### config.mk
export PLATFORM = sky130hd
export DESIGN_NAME = stopwatch_ctrl
export DESIGN_NICKNAME = d
export VERILOG_FILES = /design/src/rtl/stopwatch_ctrl.sv
export SDC_FILE = /design/constraint.sdc
export NUM_CORES = 1
export LEC_CHECK = 0
export BUFFER_PORTS_ARGS = -buffer_cell sky130_fd_sc_hd__buf_2
export CAP_MARGIN = 20
export CORE_MARGIN = 3
export CORE_UTILIZATION = 40
export DETAILED_ROUTE_END_ITERATION = 6
export HOLD_SLACK_MARGIN = 0.05
export PLACE_DENSITY = 0.57
export SLEW_MARGIN = 10
export SYNTH_ARGS = -nofsm -noshare
export SYNTH_HDL_FRONTEND = slang
export SYNTH_SLANG_ARGS = --single-unit
### constraint.sdc
create_clock -name clk -period 5.7 [get_ports clk]
set_input_delay 1.425 -clock clk [delete_from_list [all_inputs] [get_ports clk]]
set_output_delay 1.425 -clock clk [all_outputs]
set_load 0.03 [all_outputs]
### src/rtl/stopwatch_ctrl.sv
`default_nettype none
// ============================================================================
// Module   : stopwatch_ctrl
// Purpose  : Front-panel controller for the stopwatch counter. It debounces the
//            buttons and the switch, then runs the RUN/PAUSE/ADJUST sequencer.
// Options  : define AUTO_REPEAT_EN to make a held pause button auto-repeat in ADJ
// Revision : 1.0  initial release
// ============================================================================
module stopwatch_ctrl #(
  parameter int DEBOUNCE_CYCLES = 500000,
  parameter int REPEAT_CYCLES   = 20000000
) (
  input  logic       clk,
  input  logic       rst,
  input  logic       btn_pause,
  input  logic       btn_reset,
  input  logic       btn_sel,
  input  logic       sw_adj,
  input  logic [3:0] digit_in,
  output logic       paused,
  output logic       adj,
  output logic [2:0] adj_sel,
  output logic [3:0] adj_val,
  output logic [1:0] dig_ptr,
  output logic       clr
);

  localparam int              c_dw       = (DEBOUNCE_CYCLES > 1) ? $clog2(DEBOUNCE_CYCLES) : 1;
  localparam logic [c_dw-1:0] c_deb_last = c_dw'(DEBOUNCE_CYCLES - 1);
  localparam logic [2:0]      c_no_write = 3'd5;

  typedef enum logic [1:0] {
    S_PAUSE = 2'd0,
    S_RUN   = 2'd1,
    S_LOAD  = 2'd2,
    S_ADJ   = 2'd3
  } state_t;

  // Bit order: 0 pause, 1 reset, 2 sel, 3 adjust switch
  logic [3:0] raw, sync1_q, sync2_q, deb_lvl;
  logic [2:0] prev_q, prev_d, pulse;

  assign raw = {sw_adj, btn_sel, btn_reset, btn_pause};

  always_ff @(posedge clk) begin
    if (rst) begin
      sync1_q <= '0;
      sync2_q <= '0;
    end else begin
      sync1_q <= raw;
      sync2_q <= sync1_q;
    end
  end

  for (genvar i = 0; i < 4; i++) begin : g_deb
    logic [c_dw-1:0] cnt_q, cnt_d;
    logic            lvl_q, lvl_d;

    // The count only runs while the sample disagrees with the accepted level.
    always_comb begin
      cnt_d = '0;
      lvl_d = lvl_q;
      if (sync2_q[i] != lvl_q) begin
        if (cnt_q == c_deb_last) lvl_d = sync2_q[i];
        else                     cnt_d = cnt_q + 1'b1;
      end
    end

    always_ff @(posedge clk) begin
      if (rst) begin
        cnt_q <= '0;
        lvl_q <= 1'b0;
      end else begin
        cnt_q <= cnt_d;
        lvl_q <= lvl_d;
      end
    end

    assign deb_lvl[i] = lvl_q;
  end

  assign prev_d = deb_lvl[2:0];
  assign pulse  = deb_lvl[2:0] & ~prev_q;

  logic       pause_pulse, reset_pulse, sel_pulse, sw_lvl, rep_fire;
  assign pause_pulse = pulse[0];
  assign reset_pulse = pulse[1];
  assign sel_pulse   = pulse[2];
  assign sw_lvl      = deb_lvl[3];

  state_t     state_q, state_d;
  logic [3:0] adj_val_q, adj_val_d, limit;
  logic [1:0] dig_ptr_q, dig_ptr_d;
  logic       clr_q, clr_d;

`ifdef AUTO_REPEAT_EN
  localparam int              c_rw       = (REPEAT_CYCLES > 1) ? $clog2(REPEAT_CYCLES) : 1;
  localparam logic [c_rw-1:0] c_rep_last = c_rw'(REPEAT_CYCLES - 1);

  logic [c_rw-1:0] rep_cnt_q, rep_cnt_d;

  // Restarts whenever the hold is broken: release, a fresh edge, or leaving ADJ.
  always_comb begin
    rep_cnt_d = '0;
    rep_fire  = 1'b0;
    if (state_q == S_ADJ && deb_lvl[0] && !pause_pulse) begin
      if (rep_cnt_q == c_rep_last) rep_fire  = 1'b1;
      else                         rep_cnt_d = rep_cnt_q + 1'b1;
    end
  end

  always_ff @(posedge clk) begin
    if (rst) rep_cnt_q <= '0;
    else     rep_cnt_q <= rep_cnt_d;
  end
`else
  logic unused_repeat;
  assign unused_repeat = |REPEAT_CYCLES;
  assign rep_fire      = 1'b0;
`endif

  assign limit = (dig_ptr_q == 2'd1) ? 4'd5 : 4'd9;

  always_comb begin
    state_d   = state_q;
    adj_val_d = adj_val_q;
    dig_ptr_d = dig_ptr_q;
    clr_d     = 1'b0;
    case (state_q)
      S_PAUSE, S_RUN: begin
        if (sw_lvl)           state_d = S_LOAD;
        else if (reset_pulse) clr_d   = 1'b1;
        else if (pause_pulse) state_d = (state_q == S_PAUSE) ? S_RUN : S_PAUSE;
      end
      S_LOAD: begin
        adj_val_d = (digit_in > limit) ? 4'd0 : digit_in;
        if (!sw_lvl) begin
          state_d = S_PAUSE;
        end else begin
          clr_d   = reset_pulse;
          state_d = S_ADJ;
        end
      end
      default: begin
        // A clear is followed by a reload once the counter has actually cleared.
        if (!sw_lvl) begin
          state_d = S_PAUSE;
        end else if (reset_pulse) begin
          clr_d = 1'b1;
        end else if (clr_q) begin
          state_d = S_LOAD;
        end else if (sel_pulse) begin
          dig_ptr_d = dig_ptr_q + 2'd1;
          state_d   = S_LOAD;
        end else if (pause_pulse || rep_fire) begin
          adj_val_d = (adj_val_q >= limit) ? 4'd0 : adj_val_q + 4'd1;
        end
      end
    endcase
  end

  always_ff @(posedge clk) begin
    if (rst) begin
      state_q   <= S_PAUSE;
      adj_val_q <= 4'd0;
      dig_ptr_q <= 2'd0;
      clr_q     <= 1'b0;
      prev_q    <= '0;
    end else begin
      state_q   <= state_d;
      adj_val_q <= adj_val_d;
      dig_ptr_q <= dig_ptr_d;
      clr_q     <= clr_d;
      prev_q    <= prev_d;
    end
  end

  assign paused  = (state_q != S_RUN);
  assign adj     = (state_q == S_LOAD) || (state_q == S_ADJ);
  assign adj_sel = (state_q == S_ADJ) ? {1'b0, dig_ptr_q} : c_no_write;
  assign adj_val = adj_val_q;
  assign dig_ptr = dig_ptr_q;
  assign clr     = clr_q;

endmodule
`default_nettype wire

# After elaboration in Yosys (flattened, before gate mapping)
# Cells that the tools add are included.
# op_classes
n_addsub,6
magnitude_cmp,2
eq_ne,20
muxes,25
n_bitwise,10
n_reduce_logical,17
# op_table
operator,count
$add 19x1->19 const B,4
$eq 19x19->1 const B,4
$mux 4,8
$mux 2,8
$reduce_or 3->1,5
$ne 2x1->1 const B,4
$not 1->1,8
$pmux 4 s2,1
$reduce_and 2->1,4
$ne 3x3->1 const B,2
$reduce_and 6->1,1
$mux 1,5
$ne 5x2->1 const B,1
$reduce_and 5->1,1
$add 4x1->4 const B,1
$eq 2x1->1 const B,2
$eq 2x2->1 const B,2
$ge 4x4->1,1
$gt 4x4->1,1
$ne 1x1->1,4
$ne 4x2->1 const B,1
$pmux 2 s2,1
$reduce_and 4->1,1
$reduce_bool 2->1,2
other kinds (8),8
# totals
reg_bits,100

# Longest topological paths before layout
# Gate-level depths: netlist of run 1.
# depth
depth_word,10
ltp_mapped,7
depth_no_buf,6

# Least setup slack after synthesis of run 1
# No wires, ideal clock.
# synth_path
path_type,flip-flop to output port
from,register state_q[1]
to,output adj_sel[1]
arrival_ps,1205
required_time_ps,4275
setup_slack_ps,3070
path_stages_with_launch,4
path_buffers,1
path_cell_list,dfxtp_1 buf_2 nand2_1 nor2_1
# synth_between
elab_chain_cells,2
# synth_rtl
element,line,text
"start, declared",91,"state_t state_q, state_d;"
"start signal, assigned",170,state_q <= state_d;
$eq 2x2->1,180,"assign adj_sel = (state_q == S_ADJ) ? {1'b0, dig_ptr_q} : c_no_write;"
$mux 3,180,
"end, declared",22,"output logic [2:0] adj_sel,"
# Every way passes these cells.

# Worst setup path after layout of run 1
# layout_path
from,register state_q[1]
to,output adj_sel[0]
# Same word-level chain as after synthesis.

==> summary.md, run 1 <==
| Metric | Value |
|---|---|
| Status | `finished, final reports clean` |
| Crit path DAT | `1.60 ns` |
| Distinct cell type count after synthesis | `55` |
| CTS H-tree depth | `3` |
| Remaining global-route overflow | `0` |
| Worst Setup End Kind | `output pin` |
| Commonest non-fill, non-tap cell in the layout | `dfxtp_1` |
| Layout area overhead | `10.80%` |
| Ys flop type | `dfxtp_1` |
| Layout net count | `561` |
| Ant. Diodes | `0` |
| Met3 Usage GRT | `0.04456` |
| Critical Path Max Stage Delay | `0.54 ns` |
| Synth area leader | `dfxtp_1` |
| Initial Utilization | `0.4172` |
| Worst-Margin Slew | `0.7624 ns` |
| Vias in the first global route | `3389` |
| Final core utilization | `0.4623` |
| GR Util met2 | `0.2246` |
| Crit path max fanout | `10` |
| RSZ-0062 raised after global routing | `false` |
| Maximum clock frequency | `330.4 MHz` |
| RR Endpoint | `g_deb[3].cnt_q[9]$_SDFF_PP0_` |
| Ports | `22` |
| PD cells | `259.1 nW/um^2` |
| TritonCTS clock tree | `done` |
| Antenna violation net count after detailed routing | `0` |
| Overall die height | `113.5 um` |
| # DRC | `0` |
| CP Launch Type | `flop` |
| Initial antenna violation count | `0` |
| Tmin final | `3.026 ns` |
| Worst-path clk slew | `0.07 ns` |
| Internal reg-to-reg setup slack | `3.56 ns` |
| CP Cell Sequence | `nand2_1 -> or2_2 -> buf_2` |
| Gpl congestion | `0.7925` |
| CP max-delay cell | `dfxtp_1` |
| Synth top area cells | `dfxtp_1 43%, xor2_1 6.4%, nor2_1 5.4%` |
| Hpwl dp | `6123 um` |
| DIE AREA | `12880 um^2` |
| Fill cells | `1084` |
| Global-route wire length before repair | `15190 um` |
| Peak supply drop | `0.1996 mV` |
| Tcrit/Tclk final | `0.5309` |
| Final hold viol count | `0` |
| Reg2reg start | `g_deb[3].cnt_q[0]$_SDFF_PP0_` |
| Post-CTS resize count | `0` |
| CTS Buf Count | `9` |
| Layout cells sized above 1 | `0.09174` |
| Post-CTS Hold Buffers | `0` |
| Worst Hold Depth | `1` |
| DR WL/cell | `12.76 um` |
| Clk sink count | `100` |
| Setup CP Type | `reg2out` |
| Core area | `11080 um^2` |
| Worst Hold End | `sync2_q[2]$_SDFF_PP0_` |
| EDFF count, synth | `0` |
| Max_slew headroom | `0.4917` |
| Final setup fails | `0` |
| Gr busiest metal | `met2` |
| Max-Cap Viols | `0` |
| Worst hold start | `sync1_q[2]$_SDFF_PP0_` |
| Syn_area_per_cell | `8.770 um^2` |
| Number of port buffers | `21` |
| Max clock buf depth | `2` |
| Row Count | `38` |
| Cells after synthesis | `527` |
| R2R depth | `5` |
| Fin. max-slew vios | `0` |
| Most frequent cells in the layout | `100 x dfxtp_1, 67 x nor2_1, 34 x nand3_1, 34 x xor2_1, 29 x nand2_1` |
| Ys async rst share | `0` |
| Clk_skew | `0.009192 ns` |
| Worst-Skew Late Latency | `0.34 ns` |
| Sequential fraction of the synthesis area | `0.4331` |
| Dpl ws | `2.928 ns` |
| #FFs+latches synth | `100` |
| Hold WS | `0.4349 ns` |
| Post-CTS Setup Bufs | `0` |
| Routed via count | `3639` |
| Syn Nets | `546` |
| Vias per inst | `5.312` |
| Worst path required time | `4.28 ns` |
| Footprint of the multi-input gates | `2484 um^2` |
| Leakage power | `1.617 nW` |
| Grt met1 use | `0.1854` |
| GRT Total Usage | `0.1420` |
| CTS Root Buffer Type | `clkbuf_16` |
| Pin count of the biggest net entering global routing | `31` |
| Count of synthesis-stage warnings from yosys | `0` |
| Hold WC Path Type | `reg2reg` |
| Post-Syn Area | `4622 um^2` |
| Worst Setup Slack, final | `2.674 ns` |
| Initial DRT Pass Iterations | `4` |
| Die W | `113.5 um` |
| Final WL | `8739 um` |
| Sequential cell area | `2002 um^2` |
| Synth top area share | `0.4331` |
| DRT iter0 DRCs | `188` |
| Total negative slack | `0 ns` |
synth_stat cells (all sizes together), types with 9 or more instances:
cell and count:
dfxtp 100, nor2 67, nand3 35, xor2 34, nand2 29, a21oi 28
nand4 22, xnor2 20, nor2b 18, o21ai 18, or3 17, inv 14
and4 12, buf 10, ha 9, nor4 9, or4 9
cell type report:
class / instances / share of cell area
multi-input cells: 395 / 0.4850
flip-flops and latches: 100 / 0.3909
clock buffers: 12 / 0.05009
well taps: 140 / 0.03420
repair buffers: 22 / 0.02272
inverters: 14 / 0.01026
clock inverters: 2 / 0.006841
cells by family after synthesis:
group,share of synthesized area
multiplexers,0.002436
buffers and inverters,0.02951
flip-flops,0.4331
AO/OA/AOI/OAI,0.09990
adder cells (fa/ha/maj),0.02436
XOR/XNOR,0.1023
AND/OR/NAND/NOR,0.3083
report_power, final:
group,total (mW),internal (mW),switching (mW)
logic,0.0183,0.00666,0.0117
clock network,0.605,0.359,0.246
registers,0.704,0.702,0.00175
total,1.33,1.07,0.259
stage by stage:
stage	cell area, um^2	power, mW	instances
after floorplan	4622	0.7310	527
after global placement	4818	0.7375	670
after detailed placement	4830	0.7384	671
after CTS	5121	1.350	685
after global routing	5121	1.374	685
final	5121	1.327	685
worst max-delay path by stage:
| stage | from | end | slack, ns | cells after the start |
|---|---|---|---|---|
| after CTS | state_q[1]$_SDFFE_PP0P_ | adj_sel[0] | 2.66 | 3 |
| final | state_q[1]$_SDFFE_PP0P_ | adj_sel[0] | 2.67 | 3 |
| after floorplan | state_q[1]$_SDFFE_PP0P_ | adj_sel[1] | 3.07 | 3 |
| after global placement | rst | g_deb[2].cnt_q[3]$_SDFF_PP0_ | 2.80 | 4 |
| after global routing | state_q[1]$_SDFFE_PP0P_ | adj_sel[0] | 2.54 | 3 |
| after detailed placement | rst | g_deb[2].cnt_q[13]$_SDFF_PP0_ | 2.93 | 5 |
layer usage:
layer,vias up,part of all wire
met3,4,0.042
met1,1678,0.51
met5,-,0
li1,1912,-
met4,0,0.0064
met2,45,0.44
registers in the layout (all words and copies together) (netlist names):
signal / count
state_q: 2
dig_ptr: 2
g_deb.cnt_q: 76
prev_q: 3
sync2_q: 4
adj_val: 4
g_deb.lvl_q: 4
clr: 1
sync1_q: 4
critical path: cells and delay by family (launching register included):
| kind | cells | cell delay (ns) |
|---|---|---|
| AND/OR/NAND/NOR | 2 | 0.55 |
| flip-flops | 1 | 0.54 |
| buffers and inverters | 1 | 0.18 |
(Power assumes the default switching activity.)
==> run 2: changes to the inputs <==
clock period = 3 ns   (was 5.7 ns; I/O delays follow)
==> run 2 against run 1 <==
Non-clock buffer count rose by 1. Sequential cell count stayed put. Register-to-register slack lost 2.6 ns. Sequential share of layout area fell by 0.26 points. Sequential power up 90%.
==> summary.md, run 2 (synthesized netlist as in run 1, its figures left out) <==
| Metric | Value |
|---|---|
| Final WL | `8796 um (was 8739 um)` |
| TritonCTS clock tree | `done (unchanged)` |
| RR Endpoint | `g_deb[3].cnt_q[2]$_SDFF_PP0_ (was g_deb[3].cnt_q[9]$_SDFF_PP0_)` |
| CTS Buf Count | `9 (unchanged)` |
| Layout net count | `562 (was 561)` |
| Max-Cap Viols | `0 (unchanged)` |
| Internal reg-to-reg setup slack | `0.93 ns (was 3.56 ns)` |
| Antenna violation net count after detailed routing | `0 (unchanged)` |
| Post-CTS Setup Bufs | `0 (unchanged)` |
| Commonest non-fill, non-tap cell in the layout | `dfxtp_1 (unchanged)` |
| Maximum clock frequency | `430.5 MHz` |
| Status | `finished, final reports clean (unchanged)` |
| PD cells | `502.4 nW/um^2 (was 259.1 nW/um^2)` |
| Crit path max fanout | `10 (unchanged)` |
| Gpl congestion | `0.7596 (was 0.7925)` |
| Initial antenna violation count | `0 (unchanged)` |
| DIE AREA | `12880 um^2 (unchanged)` |
| Tmin final | `2.323 ns` |
| Tcrit/Tclk final | `0.7742` |
| Post-CTS Hold Buffers | `0 (unchanged)` |
| Non-Filler Instances | `688 (was 685)` |
| Leakage power | `1.631 nW (was 1.617 nW)` |
| Ports | `22 (unchanged)` |
| Clk_skew | `0.006618 ns (was 0.009192 ns)` |
| Largest reg by FF count | `g_deb.cnt_q (unchanged)` |
| CP Launch Type | `flop (unchanged)` |
| Routed via count | `3704 (was 3639)` |
| Max_slew headroom | `0.5033 (was 0.4917)` |
| R2R depth | `5 (unchanged)` |
| Total negative slack | `0 ns (unchanged)` |
| Worst-path clk slew | `0.07 ns (about the same)` |
| CTS H-tree depth | `3 (unchanged)` |
| Initial DRT Pass Iterations | `4 (unchanged)` |
| Die W | `113.5 um (unchanged)` |
| Worst path required time | `2.25 ns (was 4.28 ns)` |
| Pin count of the biggest net entering global routing | `21 (was 31)` |
| Clk sink count | `100 (unchanged)` |
| Most frequent cells in the layout | `100 x dfxtp_1, 67 x nor2_1, 34 x nand3_1, 34 x xor2_1, 29 x nand2_1 (unchanged)` |
| Worst Setup End Kind | `output pin (unchanged)` |
| Global-route wire length before repair | `15650 um (was 15190 um)` |
| Worst Hold Depth | `1 (unchanged)` |
| Layout area overhead | `11.53% (was 10.80%)` |
| Worst-Skew Late Latency | `0.35 ns (was 0.34 ns)` |
| CTS Root Buffer Type | `clkbuf_16 (unchanged)` |
| Initial Utilization | `0.4172 (unchanged)` |
| Reg2reg start | `g_deb[3].cnt_q[0]$_SDFF_PP0_ (unchanged)` |
| Placed insts | `672 (was 671)` |
| Fin. max-slew vios | `0 (unchanged)` |
| Worst hold start | `sync1_q[0]$_SDFF_PP0_ (was sync1_q[2]$_SDFF_PP0_)` |
| Ant. Diodes | `0 (unchanged)` |
| Hpwl dp | `6254 um (was 6123 um)` |
| GRT Total Usage | `0.1471 (was 0.1420)` |
| DR WL/cell | `12.78 um (was 12.76 um)` |
| Final setup fails | `0 (unchanged)` |
| Setup CP Type | `reg2out (unchanged)` |
| Overall die height | `113.5 um (unchanged)` |
| Worst-Margin Slew | `0.7449 ns (was 0.7624 ns)` |
| Number of port buffers | `21 (unchanged)` |
| Max reg flops | `76 (unchanged)` |
| Vias per inst | `5.384 (was 5.312)` |
| Layout cells sized above 1 | `0.09854 (was 0.09174)` |
| RSZ-0062 raised after global routing | `false (unchanged)` |
| Remaining global-route overflow | `0 (unchanged)` |
| # DRC | `0 (unchanged)` |
| Max clock buf depth | `2 (unchanged)` |
| Hold WC Path Type | `reg2reg (unchanged)` |
| Fill cells | `1077 (was 1084)` |
| Crit path DAT | `1.57 ns (was 1.60 ns)` |
| Row Count | `38 (unchanged)` |
| Worst Hold End | `sync2_q[0]$_SDFF_PP0_ (was sync2_q[2]$_SDFF_PP0_)` |
| Post-CTS resize count | `0 (unchanged)` |
| Final hold viol count | `0 (unchanged)` |
| Peak supply drop | `0.2301 mV (was 0.1996 mV)` |
| Vias in the first global route | `3422 (was 3389)` |
| Core area | `11080 um^2 (unchanged)` |
| DRT iter0 DRCs | `207 (was 188)` |
[run 2: cell types whose count changed in the layout (fill, tap and decap cells not counted)]
| cell | before | now |
|---|---|---|
| buf_4 | 0 | 2 |
| buf_6 | 1 | 0 |
| clkbuf_1 | 1 | 0 |
| clkbuf_8 | 2 | 3 |
| clkinv_2 | 1 | 0 |
| clkinv_4 | 0 | 1 |
| clkinvlp_4 | 0 | 1 |
| inv_6 | 0 | 1 |
[run 2: how the worst max path moves through the flow]
stage / startpoint / endpoint / slack, ns / depth (start not counted)
6_report: state_q[1]$_SDFFE_PP0P_ / adj_sel[0] / 0.68 / 3
5_1_grt: state_q[1]$_SDFFE_PP0P_ / adj_sel[0] / 0.58 / 3
3_3_place_gp: g_deb[3].cnt_q[0]$_SDFF_PP0_ / g_deb[3].cnt_q[11]$_SDFF_PP0_ / 0.97 / 5
4_1_cts: state_q[1]$_SDFFE_PP0P_ / adj_sel[0] / 0.67 / 3
2_1_floorplan: dig_ptr[1]$_SDFFE_PP0P_ / adj_val[1]$_SDFFE_PP0P_ / 0.95 / 6
3_5_place_dp: g_deb[3].cnt_q[0]$_SDFF_PP0_ / g_deb[3].cnt_q[2]$_SDFF_PP0_ / 0.91 / 5
[run 2: metal layers]
metal	vias to the layer above	GRT usage	wire length [um]
met3	13	0.03130	300
met4	0	0.07051	187
met2	50	0.2218	3823
met1	1724	0.2002	4484
met5	-	0	0
li1	1917	-	-
[run 2: metrics by stage]
step	hold slack [ns]	util	instance area, um^2	setup slack [ns]	power, mW
global route	0.4582	0.4653	5155	0.5816	2.689
finish	0.4378	0.4653	5155	0.6774	2.590
CTS	0.4485	0.4653	5155	0.6677	2.634
floorplan	0.4138	-	4622	0.9479	1.389
global placement	0.4162	0.4363	4833	0.9657	1.402
detailed placement	0.4301	0.4363	4833	0.9106	1.403
[run 2: worst max-delay path: stages, from the launching register on]
cell,delay (ns)
dfxtp_1,0.51
nand2_1,0.22
or2_2,0.32
buf_2,0.18
[run 2: power by group]
part | internal [mW] | total [mW] | switching, mW
combinational | 0.0133 | 0.0356 | 0.0223
clock | 0.719 | 1.22 | 0.498
sequential | 1.33 | 1.34 | 0.00334
total | 2.07 | 2.59 | 0.524
[run 2: final cells by class]
class | count | area (um^2) | area share
multi-input cells | 395 | 2484 | 0.4818
inverters | 14 | 52.55 | 0.01019
well taps | 140 | 175.2 | 0.03398
clock inverters | 4 | 55.05 | 0.01068
clock buffers | 12 | 266.5 | 0.05170
flip-flops and latches | 100 | 2002 | 0.3883
repair buffers | 23 | 120.1 | 0.02330
==> run 3: changes to the inputs <==
clock period = 2.2 ns   (was 3 ns; I/O delays follow)
==> run 3 against run 2 <==
Largest power group unchanged. Clock power rose by 16%. Via count rose by 0.22%. Die area did not move. Count of clock-buffer cells in the layout fell by 1. Cell count rose by 0.44%. Critical endpoint unchanged. Sequential share of layout area rose by 0.21 points.
==> summary.md, run 3 (synthesized netlist as in run 1, its figures left out) <==
| Metric | Value |
|---|---|
| Status | `finished, final reports clean (unchanged)` |
| Die W | `113.5 um (unchanged)` |
| Post-CTS Setup Bufs | `0 (unchanged)` |
| Commonest non-fill, non-tap cell in the layout | `dfxtp_1 (unchanged)` |
| Vias in the first global route | `3395 (was 3422)` |
| Ports | `22 (unchanged)` |
| Row Count | `38 (unchanged)` |
| Leakage power | `1.631 nW (about the same)` |
| Max-Cap Viols | `0 (unchanged)` |
| Clk_skew | `0.007286 ns (was 0.006618 ns)` |
| Final WL | `8722 um (was 8796 um)` |
| Initial DRT Pass Iterations | `4 (unchanged)` |
| DIE AREA | `12880 um^2 (unchanged)` |
| Layout net count | `567 (was 562)` |
| Layout cells sized above 1 | `0.1034 (was 0.09854)` |
| Overall die height | `113.5 um (unchanged)` |
| Maximum clock frequency | `488.6 MHz` |
| Layout area overhead | `10.99% (was 11.53%)` |
| Worst-Skew Late Latency | `0.34 ns (was 0.35 ns)` |
| Gpl congestion | `0.8378 (was 0.7596)` |
| Final setup fails | `0 (unchanged)` |
| Worst-path clk slew | `0.06 ns (was 0.07 ns)` |
| CP Cell Sequence | `nand2_1 -> or2_2 -> buf_2 (unchanged)` |
| Clk sink count | `100 (unchanged)` |
| Critical Path Max Stage Delay | `0.48 ns (was 0.51 ns)` |
| CTS H-tree depth | `3 (unchanged)` |
| Hold WC Path Type | `in2reg (was reg2reg)` |
| Number of port buffers | `21 (unchanged)` |
| Routed via count | `3712 (was 3704)` |
| Remaining global-route overflow | `0 (unchanged)` |
| Ant. Diodes | `0 (unchanged)` |
| Pin count of the biggest net entering global routing | `20 (was 21)` |
| CP max-delay cell | `dfxtp_1 (unchanged)` |
| PD cells | `639.3 nW/um^2 (was 502.4 nW/um^2)` |
| Hpwl dp | `6215 um (was 6254 um)` |
| # DRC | `0 (unchanged)` |
| Total negative slack | `0 ns (unchanged)` |
| Global-route wire length before repair | `15500 um (was 15650 um)` |
| Setup CP Type | `reg2out (unchanged)` |
| Fill cells | `1085 (was 1077)` |
| Largest reg by FF count | `g_deb.cnt_q (unchanged)` |
| Worst Setup Slack, final | `0.1534 ns (was 0.6774 ns)` |
| Crit path DAT | `1.50 ns (was 1.57 ns)` |
| Initial Utilization | `0.4172 (unchanged)` |
| Antenna violation net count after detailed routing | `0 (unchanged)` |
| CTS Root Buffer Type | `clkbuf_16 (unchanged)` |
| GRT Total Usage | `0.1444 (was 0.1471)` |
| TritonCTS clock tree | `done (unchanged)` |
| Initial antenna violation count | `0 (unchanged)` |
| Total power | `3.280 mW (was 2.590 mW)` |
| Max_slew headroom | `0.6200 (was 0.5033)` |
| Max clock buf depth | `2 (unchanged)` |
| Worst-Margin Slew | `0.5647 ns (was 0.7449 ns)` |
| Core area | `11080 um^2 (unchanged)` |
| Tcrit/Tclk final | `0.9303` |
| Worst path required time | `1.65 ns (was 2.25 ns)` |
| DR WL/cell | `12.62 um (was 12.78 um)` |
| Tmin final | `2.047 ns` |
| Dpl ws | `0.2148 ns (was 0.9106 ns)` |
| Fin. max-slew vios | `0 (unchanged)` |
| Max reg flops | `76 (unchanged)` |
| CTS Buf Count | `9 (unchanged)` |
| Vias per inst | `5.372 (was 5.384)` |
| DRT iter0 DRCs | `264 (was 207)` |
| Peak supply drop | `0.3399 mV (was 0.2301 mV)` |
| CP Launch Type | `flop (unchanged)` |
| Final core utilization | `0.4631 (was 0.4653)` |
| Most frequent cells in the layout | `99 x dfxtp_1, 67 x nor2_1, 34 x nand3_1, 34 x xor2_1, 29 x nand2_1 (was 100 x dfxtp_1, 67 x nor2_1, 34 x nand3_1, 34 x xor2_1, 29 x nand2_1)` |
| Final hold viol count | `0 (unchanged)` |
| RSZ-0062 raised after global routing | `false (unchanged)` |
| Worst Setup End Kind | `output pin (unchanged)` |
| Crit path max fanout | `10 (unchanged)` |
-- run 3: power by group --
| group | leakage, nW | switching [mW] | internal (mW) |
|---|---|---|---|
| clock | 0.131 | 0.626 | 0.779 |
| sequential | 0.808 | 0.00487 | 1.82 |
| combinational | 0.692 | 0.0307 | 0.0199 |
-- run 3: routing by layer --
layer,vias to the layer above,part of all wire,track usage
met5,-,0,0
met4,0,0.021,0.06490
met3,11,0.034,0.02759
met2,57,0.43,0.2199
met1,1719,0.52,0.1986
li1,1925,-,-
-- run 3: area by class of cell --
type / instances / area, um^2 / area share
Clock buffer: 11 / 242.7 / 0.04732
Timing Repair Buffer: 28 / 157.7 / 0.03073
Sequential cell: 100 / 2003 / 0.3905
Multi-Input combinational cell: 395 / 2484 / 0.4841
Inverter: 14 / 52.55 / 0.01024
Clock inverter: 3 / 15.01 / 0.002927
Tap cell: 140 / 175.2 / 0.03415
-- run 3: worst max-delay path: cells and delay by family (launching register included) --
family	cells	cell delay, ns
buffers and inverters	1	0.18
AND/OR/NAND/NOR	2	0.50
flip-flops	1	0.48
-- run 3: metrics by stage --
step / hold slack (ns) / instance area [um^2] / cells
floorplan: 0.4138 / 4622 / 527
global placement: 0.4196 / 4871 / 677
detailed placement: 0.4329 / 4871 / 677
CTS: 0.4136 / 5129 / 691
global route: 0.4122 / 5130 / 691
finish: 0.4223 / 5130 / 691
-- run 3: final timing paths --
kind	startpoint	to	slack, ns	cells after the start
max reg2reg	adj_val[1]$_SDFFE_PP0P_	adj_val[1]$_SDFFE_PP0P_	0.17	6
min	btn_pause	sync1_q[0]$_SDFF_PP0_	0.42	2
max	state_q[0]$_SDFFE_PP0P_	adj_sel[0]	0.15	3
min reg2reg	sync1_q[2]$_SDFF_PP0_	sync2_q[2]$_SDFF_PP0_	0.44	1
-- run 3: timing repair --
action | 4_1_cts | 5_1_grt
setup endpoints to repair | 0 | 1
endpoints found under the hold margin | 0 | 0
gates resized for setup | 0 | 1
hold buffers | 0 | 0
